===== config.mk =====
export PLATFORM = sky130hd
export DESIGN_NAME = alu_driver
export DESIGN_NICKNAME = d
export VERILOG_FILES = /design/src/rtl/alu_driver.sv
export SDC_FILE = /design/constraint.sdc
export NUM_CORES = 1
export LEC_CHECK = 0
export CAP_MARGIN = 0
export CORE_MARGIN = 3
export CORE_UTILIZATION = 50
export CTS_BUF_LIST = sky130_fd_sc_hd__clkbuf_8
export CTS_CLUSTER_DIAMETER = 80
export DETAILED_ROUTE_END_ITERATION = 10
export PLACE_DENSITY = 0.79
export SETUP_SLACK_MARGIN = 0.5
export SYNTH_ARGS = -nofsm -noshare
export SYNTH_HDL_FRONTEND = slang
export SYNTH_SLANG_ARGS = --single-unit

===== constraint.sdc =====
create_clock -name clk -period 3.5 [get_ports clk]
set_input_delay 1.05 -clock clk [delete_from_list [all_inputs] [get_ports clk]]
set_output_delay 1.05 -clock clk [all_outputs]
set_load 0.1 [all_outputs]

===== src/rtl/alu_driver.sv =====
// ALU initiator: takes requests on a valid/ready stream, holds each on the ALU for a
// fixed settle interval, then returns the sampled result through a show-ahead FIFO.
module alu_driver #(
  parameter int DATA_WIDTH    = 32,
  parameter int OP_WIDTH      = 4,
  parameter int SETTLE_CYCLES = 2,
  parameter int FIFO_DEPTH    = 4
) (
  input  logic                  clk,
  input  logic                  rst,
  input  logic                  req_valid,
  output logic                  req_ready,
  input  logic [OP_WIDTH-1:0]   req_op,
  input  logic [DATA_WIDTH-1:0] req_a,
  input  logic [DATA_WIDTH-1:0] req_b,
  output logic [OP_WIDTH-1:0]   alu_op,
  output logic [DATA_WIDTH-1:0] alu_a,
  output logic [DATA_WIDTH-1:0] alu_b,
  input  logic [DATA_WIDTH-1:0] alu_r,
  output logic                  rsp_valid,
  input  logic                  rsp_ready,
  output logic [OP_WIDTH-1:0]   rsp_op,
  output logic [DATA_WIDTH-1:0] rsp_r,
  output logic                  busy,
  output logic [15:0]           issued_cnt
);

  localparam int PW = $clog2(FIFO_DEPTH);
  localparam int CW = PW + 1;
  localparam int EW = OP_WIDTH + DATA_WIDTH;
  localparam logic [CW-1:0] DEPTH       = CW'(FIFO_DEPTH);
  localparam logic [3:0]    SETTLE_LOAD = 4'(SETTLE_CYCLES - 1);

  typedef enum logic {IDLE, SETTLE} state_t;

  state_t        state, state_next;
  logic [3:0]    settle_cnt;
  logic          settle_done, accept, push, pop;
  logic [EW-1:0] mem [FIFO_DEPTH];
  logic [PW-1:0] wr_ptr, rd_ptr;
  logic [CW-1:0] count;
  logic [EW-1:0] last_pop;

  assign settle_done = (settle_cnt == 4'd0);

  // NOTE: sequential state uses non-blocking (<=) so every register samples pre-edge values.
  always_ff @(posedge clk) begin
    if (rst) state <= IDLE;
    else     state <= state_next;
  end

  // NOTE: defaulting every output at the top of a comb block prevents latch inference.
  always_comb begin
    state_next = state;
    unique case (state)
      IDLE:   if (accept)      state_next = SETTLE;
      SETTLE: if (settle_done) state_next = IDLE;
      default:                 state_next = IDLE;
    endcase
  end

  // Accepting only while the FIFO has room guarantees the end-of-settle push never overflows.
  always_comb begin
    req_ready = (state == IDLE) && (count < DEPTH) && !rst;
    busy      = (state == SETTLE);
    accept    = req_valid && req_ready;
    push      = (state == SETTLE) && settle_done;
  end

  always_ff @(posedge clk) begin
    if (rst) begin
      alu_op     <= '0;
      alu_a      <= '0;
      alu_b      <= '0;
      settle_cnt <= '0;
      issued_cnt <= '0;
    end else if (accept) begin
      alu_op     <= req_op;
      alu_a      <= req_a;
      alu_b      <= req_b;
      settle_cnt <= SETTLE_LOAD;
      issued_cnt <= issued_cnt + 16'd1;
    end else if ((state == SETTLE) && !settle_done) begin
      settle_cnt <= settle_cnt - 4'd1;
    end
  end

  assign rsp_valid = (count != '0);
  assign pop       = rsp_valid && rsp_ready;

  always_ff @(posedge clk) begin
    if (rst) begin
      wr_ptr   <= '0;
      rd_ptr   <= '0;
      count    <= '0;
      last_pop <= '0;
    end else begin
      assert (!(push && !pop && (count == DEPTH)));
      if (push) wr_ptr <= wr_ptr + PW'(1);
      if (pop) begin
        rd_ptr   <= rd_ptr + PW'(1);
        last_pop <= mem[rd_ptr];
      end
      unique case ({push, pop})
        2'b10:   count <= count + CW'(1);
        2'b01:   count <= count - CW'(1);
        default: count <= count;
      endcase
    end
  end

  // NOTE: storage is left unreset; an entry is only visible after it has been written.
  always_ff @(posedge clk) begin
    if (push && !rst) mem[wr_ptr] <= {alu_op, alu_r};
  end

  // Head while non-empty, otherwise the most recently popped entry.
  assign {rsp_op, rsp_r} = rsp_valid ? mem[rd_ptr] : last_pop;

endmodule


* Yosys cells after proc, flatten, opt, wreduce, memory -nomap -nowiden
Memory sizes are Yosys's and may differ from the RTL's. A register that Yosys moved wholly into a read port is not among the register bits.
Cells that the tools add are included.
Widths: inputs -> output; s select.
** Storage, ports and cells
- Register bits :: 132
- Latch bits :: 0
- Bits in writable memories :: 144
- Bits in read-only memories :: 0
- Input port bits :: 104
- Output and inout bits :: 123
- Logic and storage cells :: 47
- Memories :: 1
** Memories
- mem :: words 4, width 36, read ports 1, clocked after Yosys merged registers in 1, write ports 1, line 39 : logic [EW-1:0] mem [FIFO_DEPTH];
** Cells by class
- Add/subtract/negate cells :: 6
- Multipliers :: 0
- Div/mod/pow operators :: 0
- $lt $le $gt $ge :: 1
- Equal/unequal tests :: 2
- Shift operators :: 0
- Mux-type cells :: 11
- Bitwise logic cells :: 1
- Reduce and logical (&&, ||, !) cells :: 14
** Operators by type and width (number)
- $mux 36 :: 1
- $add 16x1->16 const B :: 1
- $logic_and 1x1->1 :: 7
- $mux 1 :: 6
- $pmux 3 s2 :: 1
- $add 2x1->2 const B :: 2
- $logic_not 4->1 :: 1
- $mux 2 :: 2
- $reduce_bool 2->1 :: 2
- $sub 4x1->4 const B :: 1
- $add 3x1->3 const B :: 1
- $lt 3x3->1 const B :: 1
- $reduce_bool 3->1 :: 1
- $sub 3x1->3 const B :: 1
- $eq 2x1->1 const B :: 1
- $eq 2x2->1 const B :: 1
- $logic_not 1->1 :: 2
- $pmux 1 s2 :: 1
- $reduce_or 2->1 :: 1
- $not 1->1 :: 1

* Depth between registers and ports, before layout
- Depth in word-level cells :: 6
- Depth in mapped cells :: 10
- Mapped depth without buffers :: 9

* Least setup slack after synthesis
OpenSTA, ideal clock, no wires.
- Path kind :: input to output
- Start :: input rst
- End :: output req_ready
- Arrival :: 3.480 ns
- Required time :: 2.450 ns
- Setup slack :: -1.030 ns
- Stages :: 3
- Path buffers :: 2
- Cells stage by stage :: clkbuf_1 clkbuf_1 nor3_1
** On the way
- Cells in the longest elaborated chain, start to end :: 2
** RTL lines
- start, declared :: line 10 : input logic rst,
- $logic_not 1->1 :: line 64 : req_ready = (state == IDLE) && (count < DEPTH) && !rst;
- $logic_and 1x1->1 :: line 64
- end, declared :: line 12 : output logic req_ready,
Every way passes these cells.

==> impl_metrics.env <==
export IMPL_vias=7231
export IMPL_fp_dieW_um=151
export IMPL_clock_skew_ns=0.0115
export IMPL_cts_hold_buf=0
export IMPL_cp_required_ns=2.45
export IMPL_grt_pass1_vias=7150
export IMPL_crit_type="reg2out"
export IMPL_ys_ff_latch=278
export IMPL_ios=227
export IMPL_period_minus_slack_ns=3.22
export IMPL_drt_iter0_markers=405
export IMPL_crit_path_start_kind="flip-flop"
export IMPL_finalHoldViolCount=0
export IMPL_postRouteAntennaNets=0
export IMPL_synthDistinctLibCells=34
export IMPL_final_nets=1201
export IMPL_tns_ns=0
export IMPL_synth_top_cells_by_count="nand2_1, edfxtp_1, dfxtp_1"
export IMPL_ir_drop_v=0.000544
export IMPL_synth_area_per_cell_um2=12.5
export IMPL_crit_fanout=5
export IMPL_grt_pass1_wl_um=36700
export IMPL_synth_edff_count=144
export IMPL_syn_nets=953
export IMPL_place_area_um2=13300
export IMPL_core_area_um2=20400
export IMPL_critPathCaptureType="output pin"
export IMPL_num_fill_cells=1409
export IMPL_n_antenna_cell=0
export IMPL_worst_pin_slew_ns=0.729
export IMPL_slew_violations=0
export IMPL_rsz0062_at_grt="yes"
export IMPL_period_share_pct=92.0
export IMPL_first_pass_iters=5
export IMPL_wl_um=24000
export IMPL_syn_inst=840
export IMPL_portBuffers=226
export IMPL_setup_violations_final=0
export IMPL_numCtsBuffers=45
export IMPL_clock_root_buffer="clkbuf_8"
export IMPL_ys_warn_count=0
export IMPL_grt_overflow=0
export IMPL_clock_tree_buffer_depth=3
export IMPL_design_area_um2=14400
export IMPL_vias_per_cell=5.19
export IMPL_grt_util_all_layers_pct=20.4
export IMPL_clk_latency_ns=0.53
export IMPL_synth_area_um2=10500
export IMPL_synth_area_leaders="edfxtp_1, dfxtp_1, nand2_1"
export IMPL_leakagePower_nw=5.26
export IMPL_synth_top_cell_area_share_pct=41.1
export IMPL_min_path_type="reg2reg"
export IMPL_htreeDepth=2
export IMPL_wl_per_cell_um=17.2
export IMPL_ys_seq_area_share_pct=66.6
export IMPL_drive_gt1_share_pct=25.9
export IMPL_synth_async_reset_ratio_pct=0
export IMPL_slew_headroom_pct=51.4
export IMPL_max_freq_mhz=310
export IMPL_status="finished clean"
export IMPL_dp_hpwl_um=15000
export IMPL_synth_most_common_cell="nand2_1"
export IMPL_maxCapViolCount=0
export IMPL_drc=0
export IMPL_power_density_nw_per_um2=820
export IMPL_die_height_um=151
export IMPL_synthFlopType="edfxtp_1"
export IMPL_cts_tree="built"
export IMPL_antenna_found_initial=0
export IMPL_cts_sinks=278
export IMPL_clkTransAtPathRegs_ns=0.06
export IMPL_rows=52
export IMPL_grt_max_degree=65
export IMPL_fp_dieArea_um2=22800
export IMPL_crit_arrival_ns=2.17
export IMPL_synth_top_cell_by_area="edfxtp_1"
export IMPL_syn_to_final_growth_pct=37.0
export IMPL_initial_core_util_pct=51.5
export IMPL_place_gp_congestion=0.725
through the flow:
step / utilization, % / instances / setup WS, ns / hold slack [ns] / total power, mW
floorplan: - / 840 / 0.326 / 0.432 / 7.35
global placement: 65.2 / 1301 / 0.338 / 0.439 / 9.00
detailed placement: 65.2 / 1301 / 0.323 / 0.447 / 9.05
CTS: 70.2 / 1391 / 0.239 / 0.454 / 11.8
global route: 70.5 / 1394 / 0.213 / 0.470 / 12.2
finish: 70.5 / 1394 / 0.279 / 0.453 / 11.8
layout make-up:
type | instances | area, µm² | area share [%]
sequential | 278 | 7020 | 48.7
multi-input combinational | 502 | 3390 | 23.6
timing repair buffer | 253 | 2770 | 19.3
clock buffer | 54 | 743 | 5.16
tap | 270 | 338 | 2.34
clock inverter | 29 | 113 | 0.782
inverter | 8 | 30.0 | 0.208
kinds of logic after synthesis:
logic type | after synthesis | share of synthesized area, %
flip-flops | 278 | 66.6
multiplexers | 73 | 11.7
XOR/XNOR | 17 | 1.42
adder cells (fa/ha/maj) | 9 | 1.14
AO/OA/AOI/OAI | 123 | 5.91
AND/OR/NAND/NOR | 280 | 11.0
buffers and inverters | 60 | 2.26
layer usage:
metal | up-vias | track usage [%] | share of wire [%]
met3 | 28 | 3.89 | 4.7
met4 | 0 | 6.17 | 1.6
met5 | - | 0 | 0
met1 | 3553 | 25.3 | 40
li1 | 3476 | - | -
met2 | 174 | 36.4 | 54
timing repair:
action / 4_1_cts / 5_1_grt
resized for setup: 21 / 5
endpoints found under the hold margin: 0 / 0
gates cloned: 2 / 1
endpoints found under the setup margin: 37 / 36
buffers inserted: 5 / 2
state kept, by name (all words and copies together), names as in the netlist, named ones only:
register,count
wr_ptr,2
alu_op,4
last_pop,36
issued_cnt,16
count,3
alu_a,32
mem,144
settle_cnt,4
busy,1
rd_ptr,2
alu_b,32
placed cells by master (no fill, tap or decap), types with 4 or more instances in the layout:
master,synthesis,routed
mux4_2,36,36
dfxtp_1,134,131
mux2_2,36,13
edfxtp_1,144,144
clkdlybuf4s50_1,0,102
nand2_1,221,220
nor3_1,6,5
xnor2_1,8,8
clkinv_1,0,4
buf_12,0,44
ha_1,8,8
mux2_4,0,23
and2_2,0,4
a21oi_1,114,114
o21ai_0,7,7
or3_1,7,6
xor2_1,9,9
clkbuf_8,0,54
nand4_1,4,4
nor2_1,20,20
buf_4,0,102
nand3_1,7,7
inv_1,8,32
worst paths after layout:
path / from / endpoint / slack, ns / cells past startpoint
worst min register to register: alu_b[28]$_SDFFE_PP0P_ / alu_b[28]$_SDFFE_PP0P_ / 0.45 / 2
worst min-delay path: alu_b[28]$_SDFFE_PP0P_ / alu_b[28]$_SDFFE_PP0P_ / 0.45 / 2
worst max-delay path: flip-flop / rsp_r[6] / 0.28 / 5
worst max register to register: settle_cnt[0]$_SDFFE_PP0P_ / count[2]$_SDFFE_PP0P_ / 1.26 / 9
critical path, stage by stage (launching register included):
cell and delay, ns:
dfxtp_4 0.38, buf_12 0.12, clkbuf_16 0.15, mux4_2 0.51
mux2_4 0.30, buf_12 0.17
power by group:
part	leakage (nW)	total [mW]	internal (mW)	switching, mW
combinational	2.35	5.44	2.04	3.40
sequential	2.39	3.80	3.66	0.135
clock	0.523	2.57	1.39	1.18
total	5.26	11.8	7.09	4.72
No activity file was read; power rests on OpenSTA's default activity.
